**src/rtl/demux16_router_ctrl.sv**
```systemverilog
// rtl/demux16_router_ctrl.sv - packet-aware 1-to-2 stream router with per-port holding registers and beat counters
module demux16_router_ctrl #(
  parameter int DATA_W = 16,
  parameter int CNT_W  = 8
) (
  input  logic              clk,
  input  logic              rst_n,
  input  logic              in_valid,
  output logic              in_ready,
  input  logic [DATA_W-1:0] in_data,
  input  logic              in_dest,
  input  logic              in_last,
  output logic              out0_valid,
  input  logic              out0_ready,
  output logic [DATA_W-1:0] out0_data,
  output logic              out1_valid,
  input  logic              out1_ready,
  output logic [DATA_W-1:0] out1_data,
  input  logic              cnt_clr,
  output logic [CNT_W-1:0]  beat_cnt0,
  output logic [CNT_W-1:0]  beat_cnt1,
  output logic              busy
);

  typedef enum logic [1:0] {
    IDLE   = 2'd0,
    ROUTE0 = 2'd1,
    ROUTE1 = 2'd2
  } state_t;

  state_t             state_q, state_d;
  logic               out0_valid_q, out0_valid_d;
  logic               out1_valid_q, out1_valid_d;
  logic [DATA_W-1:0]  out0_data_q, out0_data_d;
  logic [DATA_W-1:0]  out1_data_q, out1_data_d;
  logic [CNT_W-1:0]   beat_cnt0_q, beat_cnt0_d;
  logic [CNT_W-1:0]   beat_cnt1_q, beat_cnt1_d;

  logic can0, can1, sel, xfer, load0, load1, dlv0, dlv1;

  always_comb begin
    can0  = !out0_valid_q || out0_ready;
    can1  = !out1_valid_q || out1_ready;
    // in_dest only matters on the first beat; mid-packet the burst context decides
    sel   = (state_q == IDLE) ? in_dest : (state_q == ROUTE1);
    in_ready = rst_n && (sel ? can1 : can0);
    xfer  = in_valid && in_ready;
    load0 = xfer && !sel;
    load1 = xfer && sel;
    dlv0  = out0_valid_q && out0_ready;
    dlv1  = out1_valid_q && out1_ready;
  end

  always_comb begin
    state_d = state_q;
    case (state_q)
      IDLE: begin
        if (xfer && !in_last) state_d = in_dest ? ROUTE1 : ROUTE0;
      end
      ROUTE0, ROUTE1: begin
        if (xfer && in_last) state_d = IDLE;
      end
      default: state_d = IDLE;
    endcase
  end

  always_comb begin
    out0_valid_d = load0 ? 1'b1 : (dlv0 ? 1'b0 : out0_valid_q);
    out1_valid_d = load1 ? 1'b1 : (dlv1 ? 1'b0 : out1_valid_q);
    out0_data_d  = load0 ? in_data : out0_data_q;
    out1_data_d  = load1 ? in_data : out1_data_q;

    // clear beats increment; counters stick at all-ones
    beat_cnt0_d = beat_cnt0_q;
    beat_cnt1_d = beat_cnt1_q;
    if (cnt_clr) begin
      beat_cnt0_d = '0;
      beat_cnt1_d = '0;
    end else begin
      if (dlv0 && (beat_cnt0_q != {CNT_W{1'b1}})) beat_cnt0_d = beat_cnt0_q + 1'b1;
      if (dlv1 && (beat_cnt1_q != {CNT_W{1'b1}})) beat_cnt1_d = beat_cnt1_q + 1'b1;
    end
  end

  always_ff @(posedge clk) begin
    if (!rst_n) begin
      state_q      <= IDLE;
      out0_valid_q <= 1'b0;
      out1_valid_q <= 1'b0;
      out0_data_q  <= '0;
      out1_data_q  <= '0;
      beat_cnt0_q  <= '0;
      beat_cnt1_q  <= '0;
    end else begin
      state_q      <= state_d;
      out0_valid_q <= out0_valid_d;
      out1_valid_q <= out1_valid_d;
      out0_data_q  <= out0_data_d;
      out1_data_q  <= out1_data_d;
      beat_cnt0_q  <= beat_cnt0_d;
      beat_cnt1_q  <= beat_cnt1_d;
    end
  end

  assign out0_valid = out0_valid_q;
  assign out1_valid = out1_valid_q;
  assign out0_data  = out0_data_q;
  assign out1_data  = out1_data_q;
  assign beat_cnt0  = beat_cnt0_q;
  assign beat_cnt1  = beat_cnt1_q;
  assign busy       = (state_q != IDLE) || out0_valid_q || out1_valid_q;

endmodule

```
**config.mk**
```make
export PLATFORM = sky130hd
export DESIGN_NAME = demux16_router_ctrl
export DESIGN_NICKNAME = d
export VERILOG_FILES = /design/src/rtl/demux16_router_ctrl.sv
export SDC_FILE = /design/constraint.sdc
export NUM_CORES = 1
export LEC_CHECK = 0
export ABC_AREA = 1
export ABC_CLOCK_PERIOD_IN_PS = 4900
export CELL_PAD_IN_SITES_DETAIL_PLACEMENT = 0
export CELL_PAD_IN_SITES_GLOBAL_PLACEMENT = 1
export CORE_MARGIN = 5
export CORE_UTILIZATION = 34
export CTS_CLUSTER_SIZE = 12
export DETAILED_ROUTE_END_ITERATION = 7
export PLACE_DENSITY_LB_ADDON = 0.1
export SETUP_SLACK_MARGIN = 0.02
export SKIP_LAST_GASP = 1
export SLEW_MARGIN = 20
export SYNTH_ARGS = -nofsm -noshare
export SYNTH_HDL_FRONTEND = slang
export SYNTH_SLANG_ARGS = --single-unit
export TNS_END_PERCENT = 50
```
**constraint.sdc**
```tcl
create_clock -name clk -period 4.9 [get_ports clk]
set_input_delay 0.49 -clock clk [delete_from_list [all_inputs] [get_ports clk]]
set_output_delay 0.49 -clock clk [all_outputs]
set_load 0.01 [all_outputs]
```
# Yosys cells after proc, flatten, opt, wreduce, memory -nomap -nowiden
# Cells that the tools add are included.
word_totals:
  elab_cells: 51
  in_bits: 24
  reg_bits: 52
classes:
  mux: 10
  n_addsub: 2
  eq_ne: 6
  reduce_logical: 25
  bitwise: 1
op_table:
  columns: ["operator", "n"]
  rows:
  - ["$add A8 B1 Y8 const B", 2]
  - ["$ne A8 B8 Y1 const B", 2]
  - ["$logic_and A1 B1 Y1", 10]
  - ["$mux W1", 6]
  - ["$mux W2", 3]
  - ["$reduce_bool A2 Y1", 3]
  - ["$logic_not A1 Y1", 4]
  - ["$logic_or A1 B1 Y1", 4]
  - ["$pmux W2 S2", 1]
  - ["$reduce_or A2 Y1", 2]
  - ["$eq A2 B1 Y1 const B", 1]
  - ["$eq A2 B2 Y1 const B", 1]
  - ["$logic_not A2 Y1", 1]
  - ["$ne A2 B1 Y1 const B", 1]
  - ["$ne A2 B2 Y1 const B", 1]
  - ["$reduce_and A2 Y1", 1]
  - ["$not A1 Y1", 1]

# Longest topological paths before layout
logic_depth:
  depth_word: 8
  depth_mapped: 13
  ltp_nobuf: 12

# Least setup slack after synthesis
# OpenSTA, ideal clock, no wires.
synth_timing:
  path_type: "register to register"
  from: "register state_q[0]"
  to: "register out0_data_q[10] (netlist: out0_data[10])"
  t_arrival_ns: 1.536
  path_stages_with_launch: 12
  setup_slack_ns: 3.244
  path_cell_list: "dfxtp_1 inv_1 ha_1 nand2_1 nand2_2 nand2_1 nand2_2 nor2_4 nand3_2 buf_2 o21ai_0 a21oi_1"
synth_via:
  elab_chain_cells: 6
synth_lines:
  columns: ["item", "line", "text"]
  rows:
  - ["start, declared", "31", "state_t state_q, state_d;"]
  - ["start signal, assigned", "95", "state_q <= state_d;"]
  - ["$eq A2 B2 Y1 or $logic_not A2 Y1 (tied branches)", "45", "sel = (state_q == IDLE) ? in_dest : (state_q == ROUTE1);"]
  - ["$mux W1 (*)", "45", null]
  - ["$mux W1 (*)", "46", "in_ready = rst_n && (sel ? can1 : can0);"]
  - ["$logic_and A1 B1 Y1 (*)", "46", null]
  - ["named net in_ready", "9", "output logic in_ready,"]
  - ["$logic_and A1 B1 Y1 (*)", "47", "xfer = in_valid && in_ready;"]
  - ["$logic_and A1 B1 Y1 (*)", "48", "load0 = xfer && !sel;"]
  - ["end signal, assigned", "98", "out0_data_q <= out0_data_d;"]
  - ["end, declared", "34", "logic [DATA_W-1:0] out0_data_q, out0_data_d;"]
# The timed path passes the listed nets; every way through them passes the cells marked *.
# A chain may end at the register's enable or synchronous reset.

# Worst setup path in the final report
layout_timing:
  from: "register state_q[0]"
  to: "output port in_ready"
layout_via:
  elab_chain_cells: 4
layout_lines:
  columns: ["item", "line"]
  rows:
  - ["$eq A2 B2 Y1 or $logic_not A2 Y1 (tied branches)", "45"]
  - ["$mux W1 (*)", "45"]
  - ["$mux W1 (*)", "46"]
  - ["$logic_and A1 B1 Y1 (*)", "46"]
  - ["end, declared", "9"]
# Mark *: on every way between the ends. The rest lies on a longest branch, timed or not.

==> flow_metrics.py <==
metrics = {
    "grt": {
        "antenna_found_initial": 0,
        "grt_pass1_vias": 1951,
        "grt_max_degree": 36,
        "grt_overflow": 0,
        "grt_pass1_wl_mm": 9.61,
        "grt_usage_pct": 13.8,
    },
    "synthesis": {
        "ys_seq_elements": 52,
        "ys_warn_count": 0,
        "syn_inst": 297,
        "syn_nets": 325,
        "syn_area_sq_um": 2270,
        "synth_top_area_cell": "dfxtp_1",
        "synth_area_leaders": "dfxtp_1 (46%), a21oi_1 (7.3%), inv_1 (6.3%)",
        "avgSynthCellArea_sq_um": 7.65,
        "synth_cell_types": 28,
        "seq_area_frac_synth_pct": 45.8,
        "synth_top_area_share_pct": 45.8,
    },
    "power_and_ir_drop": {
        "pwr-share-clk_pct": 23.3,
        "p_switching_uw": 365,
        "combinationalPowerShare_pct": 31.8,
        "power_density_nw_per_um2": 350,
        "p_int_uw": 742,
        "p_sw_share_pct": 33.0,
        "power.leakage_uw": 0.00123,
        "peakVddDrop_mv": 0.162,
        "power_frac_seq_pct": 44.9,
    },
    "die": {
        "start_util_pct": 35.4,
        "die_w_microns": 91.8,
        "coreArea_sq_um": 6420,
        "dieArea_sq_um": 8420,
        "fp-row-count": 29,
        "die_h_microns": 91.8,
        "ios": 76,
    },
    "timing": {
        "setup_tns_ns": 0,
        "rsz0062_at_grt": "no",
        "period_minus_slack_ns": 2.49,
        "fin_worst_skew_ns": 0.00308,
        "finalSetupViolCount": 0,
        "maxSlewViolCount": 0,
        "worstMarginPinSlew_ns": 0.562,
        "fin_crit_sh_pct": 50.8,
        "fmax_ghz": 0.402,
        "slew_headroom_pct": 62.5,
        "finalHoldViolations": 0,
    },
    "placed_design": {
        "dp_cells": 440,
        "routabilityCongestion": 0.801,
        "dpl_cell_area_sq_um": 3070,
        "numPortBuffers": 75,
        "hpwl_mm": 4.13,
    },
    "cts": {
        "clk_latency_ns": 0.30,
        "cts_tree": "done",
        "cts_resized": 0,
        "path_clk_slew_ns": 0.09,
        "postCtsHoldBufs": 0,
        "cts-buffers-inserted": 5,
        "cts_sinks": 52,
        "cts_root_buffer": "clkbuf_8",
        "post_cts_buffers": 0,
        "htreeDepth": 2,
        "cts.path.max_buffers": 2,
    },
    "setup_path": {
        "cp_max_fo": 4,
        "arrival_ns": 2.00,
        "critPathLaunchType": "flip-flop",
        "worst-setup-path-type": "flip-flop to output pin",
        "end_kind": "output pin",
        "required_ns": 4.41,
    },
    "detailed_routing": {
        "via_count": 2061,
        "routedWlPerCell_microns": 12.6,
        "drc": 0,
        "viasPerCell": 4.60,
        "ant_nets": 0,
        "finalWirelength_mm": 5.66,
        "dr.pass1.iters": 4,
        "first_iter_violations": 83,
    },
    "layout": {
        "syn_to_final_growth_pct": 39.1,
        "final_area_sq_um": 3160,
        "final_cell_mix": "clkdlybuf4s50_1 (74), dfxtp_1 (52), inv_1 (38), nand2_1 (38), a21oi_1 (33)",
        "layout_commonest_cell": "clkdlybuf4s50_1",
        "fillers": 653,
        "drive_gt1_share_pct": 6.74,
        "multiInputGateArea_sq_um": 1020,
        "fin_nets": 398,
        "n_antenna_cell": 0,
        "instances_no_fill": 448,
        "seq_area_sq_um": 1040,
    },
    "worst_hold_path": {
        "min_path_type": "flip-flop to flip-flop",
    },
    "job": {
        "drv_cap": 0,
    },
    "outcome": {
        "status": "finished, final reports clean",
    },
}
==> sequential cells by signal (all words and copies together) (netlist names) <==
signal	cells
out0_data	16
beat_cnt1	8
out0_valid	1
out1_valid	1
state_q	2
beat_cnt0	8
out1_data	16
==> per-stage QoR <==
stage / power [uW] / hold slack (ns) / worst slack (ns) / utilization (%)
2_1_floorplan: 715 / 0.452 / 3.24 / -
3_3_place_gp: 865 / 0.434 / 1.80 / 47.8
3_5_place_dp: 864 / 0.438 / 1.78 / 47.8
4_1_cts: 1130 / 0.453 / 1.78 / 49.3
5_1_grt: 1190 / 0.468 / 2.23 / 49.2
6_report: 1110 / 0.452 / 2.41 / 49.2
==> layout make-up <==
class / instances / area share [%]
multi-input combinational: 194 / 32.4
clock buffer: 6 / 2.61
timing repair buffer: 75 / 23.6
clock inverter: 2 / 0.435
sequential: 52 / 32.9
inverter: 42 / 4.99
tap: 77 / 3.05
==> critical path, cell delays in order, from the launching register on <==
cell	delay, ns
dfxtp_1	0.34
inv_1	0.06
ha_1	0.24
nand2_1	0.14
nand2_2	0.09
nand2_1	0.08
nand2_2	0.07
nor2_4	0.13
clkdlybuf4s50_1	0.56
==> cells by family (layout without fill, tap and decap cells) <==
kind of cell | Yosys count | after routing | share of synthesized area [%]
AO/OA/AOI/OAI | 73 | 73 | 16.4
adder cells (fa/ha/maj) | 4 | 4 | 2.20
buffers and inverters | 51 | 125 | 9.14
AND/OR/NAND/NOR | 110 | 110 | 23.8
flip-flops | 52 | 52 | 45.8
XOR/XNOR | 7 | 7 | 2.70
==> synthesized netlist by cell type <==
library cell  instances
dfxtp_1              52
inv_1                38
nand2_1              38
a21oi_1              33
nor2_1               29
o21ai_0              28
nor3_1               20
o21ai_1              11
nand4_1               6
xor2_1                5
buf_2                 4
clkbuf_1              4
ha_1                  4
inv_2                 4
nand2_2               4
nand3_1               4
xnor2_1               2
buf_8                 1
nand2_4               1
nand3_2               1
nand4_2               1
nor2_4                1
nor2_8                1
nor3b_1               1
nor4_1                1
nor4_4                1
o21bai_2              1
or2_2                 1
==> worst paths after layout <==
| kind | slack (ns) | startpoint | endpoint | depth (start not counted) |
|---|---|---|---|---|
| worst max-delay path | 2.41 | state_q[0]$_SDFFE_PN0P_ | in_ready | 8 |
| worst min-delay path | 0.45 | out0_data[1]$_SDFFE_PN0P_ | out0_data[1]$_SDFFE_PN0P_ | 2 |
| worst max register to register | 2.63 | state_q[0]$_SDFFE_PN0P_ | out0_data[5]$_SDFFE_PN0P_ | 8 |
| worst min register to register | 0.45 | out0_data[1]$_SDFFE_PN0P_ | out0_data[1]$_SDFFE_PN0P_ | 2 |
==> power by group through the flow <==
stage	combinational (uW)	sequential, uW	clock (uW)
final	352	497	258
after CTS	359	498	274
after floorplan	193	521	0
after detailed placement	358	506	0
after global placement	357	508	0
after global routing	400	505	289
==> layer usage <==
layer  vias up  part of all wire [%]  global-route usage, %  wire length, microns
li1       1114                     -                      -                     -
met1       890                    47                   18.1                  2640
met2        52                    45                   21.5                  2550
met3         5                   7.5                   4.91                   427
met4         0                  0.90                   4.08                    51
met5         -                     0                      0                     0
Note: power is estimated with default switching activity, not from simulation.
